## src/rtl/pq_lsb.sv

```systemverilog
// LSB-first priority arbiter: one-hot grant, thermometer mask and valid, plus one-cycle registered copies.
// Optional concurrent self-checks are compiled in when PQ_LSB_ASSERT_EN is defined.
module pq_lsb #(
  parameter int unsigned WIDTH = 8
) (
  input  logic             CLK,
  input  logic             nRST,
  input  logic [WIDTH-1:0] req_vec,
  output logic [WIDTH-1:0] ack_one_hot,
  output logic [WIDTH-1:0] ack_mask,
  output logic             ack_valid,
  output logic [WIDTH-1:0] ack_one_hot_q,
  output logic [WIDTH-1:0] ack_mask_q,
  output logic             ack_valid_q
);

  logic [WIDTH-1:0] w_one_hot;
  logic [WIDTH-1:0] w_mask;
  logic             w_valid;

  logic [WIDTH-1:0] r_one_hot;
  logic [WIDTH-1:0] r_mask;
  logic             r_valid;

  // Isolate the lowest set bit. With no request, one_hot is 0 and ~(0 - 1) is 0,
  // so the mask cannot wrap to all-ones.
  always_comb begin
    w_one_hot = req_vec & (~req_vec + WIDTH'(1));
    w_mask    = ~(w_one_hot - WIDTH'(1));
    w_valid   = |req_vec;
  end

  always_ff @(posedge CLK or negedge nRST) begin
    if (!nRST) begin
      r_one_hot <= '0;
      r_mask    <= '0;
      r_valid   <= 1'b0;
    end else begin
      r_one_hot <= w_one_hot;
      r_mask    <= w_mask;
      r_valid   <= w_valid;
    end
  end

  assign ack_one_hot   = w_one_hot;
  assign ack_mask      = w_mask;
  assign ack_valid     = w_valid;
  assign ack_one_hot_q = r_one_hot;
  assign ack_mask_q    = r_mask;
  assign ack_valid_q   = r_valid;

`ifdef PQ_LSB_ASSERT_EN
  a_onehot0 : assert property (@(posedge CLK) disable iff (!nRST)
    $onehot0(ack_one_hot))
    else $error("pq_lsb: ack_one_hot not onehot0 req=%h oh=%h", req_vec, ack_one_hot);

  a_subset : assert property (@(posedge CLK) disable iff (!nRST)
    (ack_one_hot & ~req_vec) == '0)
    else $error("pq_lsb: grant outside request req=%h oh=%h", req_vec, ack_one_hot);

  a_valid : assert property (@(posedge CLK) disable iff (!nRST)
    ack_valid == (|req_vec))
    else $error("pq_lsb: valid mismatch req=%h valid=%b", req_vec, ack_valid);

  a_mask : assert property (@(posedge CLK) disable iff (!nRST)
    (ack_mask == ~(ack_one_hot - WIDTH'(1))) &&
    (ack_one_hot == (ack_mask & ~(ack_mask << 1))))
    else $error("pq_lsb: mask invariant req=%h oh=%h mask=%h", req_vec, ack_one_hot, ack_mask);

  // The first edge after reset release compares against values sampled while in reset.
  a_lag : assert property (@(posedge CLK) disable iff (!nRST)
    $past(nRST) |-> (ack_one_hot_q == $past(ack_one_hot)) &&
                    (ack_mask_q == $past(ack_mask)) &&
                    (ack_valid_q == $past(ack_valid)))
    else $error("pq_lsb: registered lag oh_q=%h mask_q=%h valid_q=%b",
                ack_one_hot_q, ack_mask_q, ack_valid_q);
`endif

endmodule

```

## config.mk

```make
export PLATFORM = sky130hd
export DESIGN_NAME = pq_lsb
export DESIGN_NICKNAME = d
export VERILOG_FILES = /design/src/rtl/pq_lsb.sv
export SDC_FILE = /design/constraint.sdc
export NUM_CORES = 1
export LEC_CHECK = 0
export BUFFER_PORTS_ARGS = -buffer_cell sky130_fd_sc_hd__buf_2
export CORE_UTILIZATION = 39
export CTS_CLUSTER_SIZE = 12
export DETAILED_ROUTE_END_ITERATION = 6
export PLACE_DENSITY = 0.8
export SYNTH_ARGS = -nofsm -noshare
export SYNTH_HDL_FRONTEND = slang
export SYNTH_SLANG_ARGS = --single-unit
```

## constraint.sdc

```tcl
create_clock -name CLK -period 2.07 [get_ports CLK]
set_input_delay 0.1035 -clock CLK [delete_from_list [all_inputs] [get_ports CLK]]
set_output_delay 0.1035 -clock CLK [all_outputs]
set_load 0.01 [all_outputs]
```

==> results of run 1 <==
-- area by class of cell --
cell class              count  area (µm²)
clock buffers               4        36.3
fillers                   108         492
inverters                   3        11.3
multi-input cells          17         118
flip-flops and latches     16         400
well taps                  15        18.8
repair buffers             44         225
-- logic make-up (layout without fill, tap and decap cells) --
| kind of cell | Yosys count | after routing | synth area share, % |
|---|---|---|---|
| and+or+nand+nor | 17 | 17 | 21.3 |
| DFF | 16 | 16 | 72.6 |
| buffers and inverters | 6 | 51 | 6.12 |
-- power groups by stage --
stage | Sequential [W] | Clock [W] | Combinational [W]
3_5_place_dp | 0.000327 | 0 | 0.0000561
2_1_floorplan | 0.000331 | 0 | 0.0000200
5_1_grt | 0.000322 | 0.000219 | 0.0000630
3_3_place_gp | 0.000327 | 0 | 0.0000555
6_report | 0.000321 | 0.000193 | 0.0000569
4_1_cts | 0.000321 | 0.000200 | 0.0000578
-- metal layers --
metal / track usage, % / vias up / part of all wire, %
met5: 0 / - / 0
met4: 15.5 / 0 / 4.6
met3: 5.68 / 6 / 8.4
met2: 24.2 / 27 / 51
met1: 17.6 / 201 / 35
li1: - / 215 / -
-- layout by cell type, fill, tap and decap left out --
cell / instances
and2_1: 1
and3_1: 1
and4b_1: 1
buf_2: 43
clkbuf_4: 3
clkbuf_8: 1
dfrtp_1: 16
dlygate4sd3_1: 1
inv_1: 2
inv_2: 1
nand2_1: 1
nand2b_1: 1
nand3_1: 2
nand3b_1: 1
nor2_1: 4
nor2b_1: 1
nor3b_2: 1
nor4_4: 1
or2_1: 1
or3_1: 1
-- through the flow --
stage	std cells	hold WS, ns	total power, W
final	99	0.0243	0.000571
after floorplan	39	-0.192	0.000351
after detailed placement	94	0.0211	0.000383
after CTS	99	0.0143	0.000579
after global routing	99	0.00345	0.000604
after global placement	94	0.0194	0.000382
-- worst max path at each step --
stage          slack, ns          endpoint  startpoint
2_1_floorplan       1.05  ack_one_hot_q[5]  req_vec[1]
3_3_place_gp        0.85    ack_one_hot[5]  req_vec[1]
3_5_place_dp        0.78    ack_one_hot[5]  req_vec[0]
4_1_cts             0.77    ack_one_hot[5]  req_vec[0]
5_1_grt             0.66    ack_one_hot[5]  req_vec[0]
6_report            0.78    ack_one_hot[5]  req_vec[0]
-- what timing repair did --
action / CTS / global route
endpoints found under the hold margin: 16 / 0
setup buffers: 0 / 0
hold buffers: 1 / 0
-- registers in the layout, indices dropped and copies added, names as in the netlist --
| name | cells |
|---|---|
| ack_valid_q | 1 |
| ack_one_hot_q | 8 |
| ack_mask_q | 7 |
==> flow_metrics.tcl, run 1 <==
set metrics [dict create \
    worst_slew_margin_rel_pct 68.8 \
    numClockSinks 16 \
    dpl_worst_slack_ns 0.780 \
    finalWeightedCongestion 0.775 \
    number_of_standard_cell_rows_in_the_floorplan 13 \
    post_route_cells_drive_above_1_share_pct 59.5 \
    cts_tree "yes" \
    maxCapViolCount 0 \
    tritoncts.num_buffers 3 \
    synthesis.area_per_instance_um2 14.1 \
    path_common_cell "buf_2" \
    number_of_global_route_vias_before_repair 367 \
    synth_ff_type "dfrtp_1" \
    grt_usage_pct 16.3 \
    hold_depth 1 \
    endpoint_kind "primary output" \
    drt_iter0_drc 10 \
    antenna_cells 0 \
    synth_cell_count_leaders "dfrtp_1 (16), nor2_1 (4), buf_4 (3), inv_1 (2), nand3_1 (2)" \
    timing.critical_path.fanout_max 9 \
    die_area_mm2 0.00157 \
    post_cts_resize_count 0 \
    grt_antenna_before_repair 0 \
    critical_path_cell_count 5 \
    synth_top_area_cell "dfrtp_1" \
    ir_drop_worst_vdd_uv 412 \
    sequential_cell_fraction_of_total_power_pct 56.2 \
    place_hpwl_um 818 \
    placedInstanceArea_um2 763 \
    final_core_util_pct 62.2 \
    ioPinCount 44 \
    final.period_utilization_pct 62.3 \
    timing.final.setup_violations 0 \
    clock-root-buffer "clkbuf_4" \
    detail_route.drc_violations 0 \
    drtPass1Iterations 3 \
    hold_viol_final 0 \
    timing.critical_path.required_ns 1.97 \
    synth_async_sr_flop_share_pct 100 \
    grt_overflow_total 0 \
    via_per_inst 4.54 \
    yosysSeqAreaShare_pct 72.6 \
    final_cell_area_um2 810 \
    switching_power_w 0.000122 \
    synth.lib_cells_used.distinct 17 \
    yosys_warnings 0 \
    min-delay-path-class "input pin to flop" \
    grt_start_max_net_pins 17 \
    synth-seq-cells 16 \
    p_comb_share_pct 10.0 \
    p_sw_share_pct 21.4 \
    finalCriticalPeriod_ns 1.29 \
    timing.fmax_mhz 776 \
    timing.critical_path.max_delay_family "simple AND/OR/NAND/NOR gates" \
    most_common_cell_in_the_synthesized_netlist "dfrtp_1" \
    max_stage_delay_ns 0.47 \
    fp.dieH_um 39.6 \
    ant_nets 0 \
    area_growth_pct 46.7 \
    vias 449 \
    area_share_of_the_largest_cell_type_after_synthesis_pct 72.6 \
    power.static_leakage_nw 0.419 \
    timing.final.ws_setup_ns 0.781 \
    cts_max_path_buffers 2 \
    setup_repair_after_global_routing_missed_its_margin "no" \
    port-buffer-count 43 \
    final_nets 95 \
    drt_wl_total_um 1110 \
    placeableCoreArea_mm2 0.00130 \
    timing.hold.worst.start "req_vec[0]" \
    fin_setup_tns_ns 0 \
    critical_path_class "input pin to primary output" \
    outcome "completed" \
    start_util_pct 42.4 \
    synth.cell_area_um2 552 \
    library_cell_contributing_the_largest_single_delay_on_the_critical_path "nor4_4" \
    clkSlewWorstSetupHoldPaths_ns 0.08 \
    synth_edf_count 0 \
    worst_pin_slew_ns 0.465 \
    cts_htree_levels 1 \
    worst_ep_arrival_time_ns 1.19 \
    final-max-slew-violation-count 0 \
    synthTopCellsByArea "dfrtp_1 (73%), buf_4 (4.1%), nor4_4 (3.9%), nor2_1 (2.7%), nor3b_2 (2.3%)" \
    grt_pass1_wl_um 1550 \
    synth_nets 49 \
    postSynthCellCount 39 \
    worst_setup_path_start_kind "input pin" \
    floorplan.die.width_um 39.6 \
    cp.buffers_inverters 3 \
    crit_chain "buf_2 > nor4_4 > inv_2 > nor3b_2 > buf_2" \
    routedWlPerCell_um 11.2 \
    power_per_cell_area_mw_per_mm2 705 \
    timing.hold.worst_endpoint "ack_one_hot_q[0]" \
    clock_power_share_pct 33.8 \
    cell_internal_pwr_w 0.000449 \
]
(Power assumes the default switching activity.)
==> run 2: changes to the inputs <==
--- a/config.mk
+++ b/config.mk
@@ -6,10 +6,10 @@
 export NUM_CORES = 1
 export LEC_CHECK = 0
 export BUFFER_PORTS_ARGS = -buffer_cell sky130_fd_sc_hd__buf_2
-export CORE_UTILIZATION = 39
+export CORE_UTILIZATION = 33
 export CTS_CLUSTER_SIZE = 12
 export DETAILED_ROUTE_END_ITERATION = 6
-export PLACE_DENSITY = 0.8
+export PLACE_DENSITY = 0.72
 export SYNTH_ARGS = -nofsm -noshare
 export SYNTH_HDL_FRONTEND = slang
 export SYNTH_SLANG_ARGS = --single-unit
==> constraint.sdc (replaced) <==
create_clock -name CLK -period 1.1 [get_ports CLK]
set_input_delay 0.055 -clock CLK [delete_from_list [all_inputs] [get_ports CLK]]
set_output_delay 0.055 -clock CLK [all_outputs]
set_load 0.01 [all_outputs]
==> flow_metrics.tcl, run 2 (synthesis gave the netlist of run 1 again) <==
set metrics [dict create \
    cts_tree "yes" \
    outcome "completed" \
    area_growth_pct 64.9 \
    most_frequent_standard_cell_in_the_layout_excluding_fill_and_tap_cells "buf_2" \
    dpl_worst_slack_ns -0.00888 \
    antenna_cells 0 \
    number_of_global_route_vias_before_repair 400 \
    detail_route.drc_violations 0 \
    hold_viol_final 0 \
    p_sw_share_pct 22.1 \
    clock_power_share_pct 33.7 \
    power.static_leakage_nw 0.474 \
    critical_path_class "input pin to primary output" \
    clock-root-buffer "clkbuf_4" \
    die_area_mm2 0.00184 \
    layout.cells.most_common_list "buf_2 (41), dfrtp_1 (16), buf_4 (7)" \
    grt_usage_pct 13.8 \
    start_util_pct 35.8 \
    place_hpwl_um 917 \
    number_of_standard_cell_rows_in_the_floorplan 14 \
    routedWlPerCell_um 11.7 \
    timing.critical_path.required_ns 1.04 \
    ir_drop_worst_vdd_uv 851 \
    worst_slew_margin_rel_pct 77.2 \
    final_core_util_pct 59.0 \
    via_per_inst 4.32 \
    min-delay-path-class "input pin to flop" \
    final-max-slew-violation-count 0 \
    port-buffer-count 43 \
    ff_latch_area_um2 400 \
    timing.final.ws_setup_ns 0.0218 \
    largest_reg_flops 8 \
    ioPinCount 44 \
    ant_nets 0 \
    finalCriticalPeriod_ns 1.08 \
    tritoncts.num_buffers 3 \
    p_comb_share_pct 11.8 \
    timing.fmax_mhz 927 \
    worst_ep_arrival_time_ns 1.02 \
    numClockSinks 16 \
    drt_wl_total_um 1270 \
    placeableCoreArea_mm2 0.00154 \
    worst_pin_slew_ns 0.340 \
    fin_setup_tns_ns 0 \
    post_route_cells_drive_above_1_share_pct 62.4 \
    timing.final.setup_violations 0 \
    cts_max_path_buffers 2 \
    fillers 143 \
    drt_iter0_drc 3 \
    clkSlewWorstSetupHoldPaths_ns 0.09 \
    worst_setup_path_start_kind "input pin" \
    multi_input_area_um2 124 \
    floorplan.die.width_um 42.9 \
    vias 471 \
    timing.critical_path.fanout_max 5 \
    endpoint_kind "primary output" \
    grt_start_max_net_pins 17 \
    finalWeightedCongestion 0.779 \
    grt_overflow_total 0 \
    maxCapViolCount 0 \
    cts_htree_levels 1 \
    switching_power_w 0.000245 \
    fp.dieH_um 42.9 \
    drtPass1Iterations 2 \
    final_nets 104 \
    power_per_cell_area_mw_per_mm2 1220 \
    grt_antenna_before_repair 0 \
    cell_internal_pwr_w 0.000862 \
    sequential_cell_fraction_of_total_power_pct 54.5 \
    grt_pass1_wl_um 1790 \
    setup_repair_after_global_routing_missed_its_margin "yes" \
    final.period_utilization_pct 98.0 \
]
-- run 2: changes by cell type in the layout (fill, tap and decap cells not counted), sizes merged --
cell / before / now
buf: 43 / 50
clkdlybuf4s15: 0 / 1
dlygate4sd3: 1 / 2
-- run 2: what timing repair did --
| action | 4_1_cts | 5_1_grt |
|---|---|---|
| hold buffers | 2 | 0 |
| buffers inserted | 5 | 2 |
| setup endpoints to repair | 1 | 6 |
| pin swaps | 2 | 2 |
| hold endpoints to repair | 17 | 0 |
| gates cloned | 1 | 0 |
| gates resized for setup | 3 | 4 |
-- run 2: power by group through the flow --
stage	Combinational (W)	Sequential, W	Clock [W]
finish	0.000130	0.000603	0.000373
global route	0.000140	0.000605	0.000419
CTS	0.000121	0.000604	0.000385
detailed placement	0.000108	0.000615	0
global placement	0.000106	0.000616	0
floorplan	0.0000377	0.000623	0
-- run 2: path summary, 6_finish.rpt --
kind                            start               end  cells after the start
setup / recovery           req_vec[2]    ack_one_hot[5]                      6
hold / removal             req_vec[3]  ack_one_hot_q[3]                      3
max in group asynchronous        nRST     ack_mask_q[6]                      2
min in group asynchronous        nRST     ack_mask_q[1]                      2
-- run 2: metrics by stage --
stage                     instances  area [µm²]  total power [W]  hold WS (ns)
after floorplan                  39         552         0.000661        -0.241
after global placement           96         772         0.000721       -0.0290
after detailed placement         96         772         0.000723       -0.0217
after CTS                       108         886          0.00111        0.0182
after global routing            109         910          0.00116        0.0236
final                           109         910          0.00111        0.0273
-- run 2: layout make-up --
cell class	count	area share, %
flip-flops and latches	16	44.0
repair buffers	53	34.7
inverters	3	1.51
multi-input cells	17	13.6
well taps	16	2.20
clock buffers	4	3.99
-- run 2: per-layer routing --
layer,global-route usage (%),share of wire [%],up-vias
met3,2.55,4.5,2
met5,0,0,-
met2,23.9,53,20
met1,15.6,41,211
li1,-,-,238
met4,7.50,1.5,0
-- run 2: critical path, cell delays in order --
cell and delay (ns):
buf_8 0.10, nor4_4 0.29, buf_4 0.20, inv_4 0.04, nor3b_4 0.19, buf_2 0.16
==> run 3: changes to the inputs <==
--- a/config.mk
+++ b/config.mk
@@ -6,10 +6,10 @@
 export NUM_CORES = 1
 export LEC_CHECK = 0
 export BUFFER_PORTS_ARGS = -buffer_cell sky130_fd_sc_hd__buf_2
-export CORE_UTILIZATION = 33
+export CORE_UTILIZATION = 39
 export CTS_CLUSTER_SIZE = 12
 export DETAILED_ROUTE_END_ITERATION = 6
-export PLACE_DENSITY = 0.72
+export PLACE_DENSITY = 0.8
 export SYNTH_ARGS = -nofsm -noshare
 export SYNTH_HDL_FRONTEND = slang
 export SYNTH_SLANG_ARGS = --single-unit
==> constraint.sdc (replaced) <==
create_clock -name CLK -period 1.4 [get_ports CLK]
set_input_delay 0.07 -clock CLK [delete_from_list [all_inputs] [get_ports CLK]]
set_output_delay 0.07 -clock CLK [all_outputs]
set_load 0.01 [all_outputs]
==> flow_metrics.tcl, run 3 (synthesis gave the netlist of run 1 again) <==
set metrics [dict create \
    endpoint_kind "primary output" \
    ioPinCount 44 \
    port-buffer-count 43 \
    cts_tree "yes" \
    fin_setup_tns_ns 0 \
    hold_viol_final 0 \
    drtPass1Iterations 2 \
    final-max-slew-violation-count 0 \
    antenna_cells 0 \
    fillers 106 \
    outcome "completed" \
    timing.fmax_mhz 817 \
    finalCriticalPeriod_ns 1.22 \
    ff_latch_area_um2 400 \
    power.static_leakage_nw 0.427 \
    grt_pass1_wl_um 1590 \
    routed-wl-met2_um 586 \
    number_of_global_route_vias_before_repair 376 \
    largest_reg_flops 8 \
    tritoncts.num_buffers 3 \
    timing.critical_path.required_ns 1.33 \
    grt_start_max_net_pins 17 \
    worst_ep_arrival_time_ns 1.15 \
    critical_path.endpoint "ack_one_hot[5]" \
    detailroute.wirelength.met3_um 93 \
    ant_nets 0 \
    setup_repair_after_global_routing_missed_its_margin "no" \
    library_cell_contributing_the_largest_single_delay_on_the_critical_path "nor4_4" \
    ir_drop_worst_vdd_uv 608 \
    final_nets 97 \
    routedWlPerCell_um 11.3 \
    clkSlewWorstSetupHoldPaths_ns 0.09 \
    finalWeightedCongestion 0.775 \
    die_area_mm2 0.00157 \
    layoutNonFillerInstCount 101 \
    timing.critical_path.fanout_max 9 \
    post_cts_resize_count 0 \
    grt_usage_pct 16.7 \
    maxCapViolCount 0 \
    floorplan.die.width_um 39.6 \
    post_route_cells_drive_above_1_share_pct 58.1 \
    fp.dieH_um 39.6 \
    layout.cells.most_common_list "buf_2 (43), dfrtp_1 (16), nor2_1 (4)" \
    number_of_standard_cell_rows_in_the_floorplan 13 \
    power_per_cell_area_mw_per_mm2 1020 \
    multi_input_area_um2 118 \
    max_stage_delay_ns 0.49 \
    path_common_cell "buf_2" \
    vias 462 \
    grt_antenna_before_repair 0 \
    numPlacedInstances 94 \
    via_per_inst 4.57 \
    drt_wl_total_um 1140 \
    most_frequent_standard_cell_in_the_layout_excluding_fill_and_tap_cells "buf_2" \
    dr.max_layer_used "met4" \
    cts_htree_levels 1 \
    critical_path.startpoint "req_vec[1]" \
    hold_slack_ns 0.0506 \
    cts_max_path_buffers 2 \
    final_core_util_pct 63.7 \
    place_hpwl_um 818 \
    placeableCoreArea_mm2 0.00130 \
    drt_iter0_drc 9 \
    timing.final.setup_violations 0 \
    min-delay-path-class "input pin to flop" \
    grt_overflow_total 0 \
    wirelength_met1_um 413 \
    critical_path_class "input pin to primary output" \
    worst_pin_slew_ns 0.469 \
    area_growth_pct 50.3 \
    final.period_utilization_pct 87.4 \
    clock-root-buffer "clkbuf_4" \
    detail_route.drc_violations 0 \
    crit_chain "buf_2 > nor4_4 > inv_2 > nor3b_2 > buf_2" \
    numClockSinks 16 \
    worst_slew_margin_rel_pct 68.5 \
    worst_setup_path_start_kind "input pin" \
    start_util_pct 42.4 \
]
==> run 3: what timing repair did <==
action                                 4_1_cts  5_1_grt
buffers inserted                             0        0
hold buffers                                 3        0
endpoints found under the hold margin       18        0
==> run 3: worst min-delay path by stage <==
stage               startpoint                to  slack [ns]  cells past startpoint
finish              req_vec[4]     ack_mask_q[4]        0.05                      2
CTS                 req_vec[3]  ack_one_hot_q[3]        0.04                      3
global placement          nRST     ack_mask_q[4]       -0.01                      1
global route        req_vec[2]  ack_one_hot_q[2]        0.03                      3
detailed placement        nRST     ack_mask_q[4]       -0.01                      1
floorplan                 nRST     ack_mask_q[1]       -0.23                      0
==> run 3: power breakdown <==
group,switching [W],internal (W)
Clock,0.000127,0.000158
Combinational,0.0000516,0.0000375
Sequential,0.00000274,0.000472
==> run 3: metal layers <==
layer,global-route usage (%),vias up
met5,0,-
met4,15.5,0
met2,24.6,27
met1,18.4,206
li1,-,223
met3,5.68,6
==> run 3: layout make-up <==
class / count / share of cell area, %
flip-flops and latches: 16 / 48.3
repair buffers: 46 / 29.6
multi-input cells: 17 / 14.2
clock buffers: 4 / 4.37
well taps: 15 / 2.26
inverters: 3 / 1.36
==> run 3: worst max-delay path, delay by kind of cell <==
| kind | cells | cell delay [ns] |
|---|---|---|
| simple gates | 2 | 0.70 |
| buf+inv | 3 | 0.39 |
==> run 3: through the flow <==
stage / area [µm²] / power, W / setup slack [ns]
after floorplan: 552 / 0.000519 / 0.414
after global placement: 763 / 0.000565 / 0.251
after detailed placement: 763 / 0.000566 / 0.177
after global routing: 830 / 0.000898 / 0.0600
after CTS: 830 / 0.000860 / 0.166
final: 830 / 0.000849 / 0.177
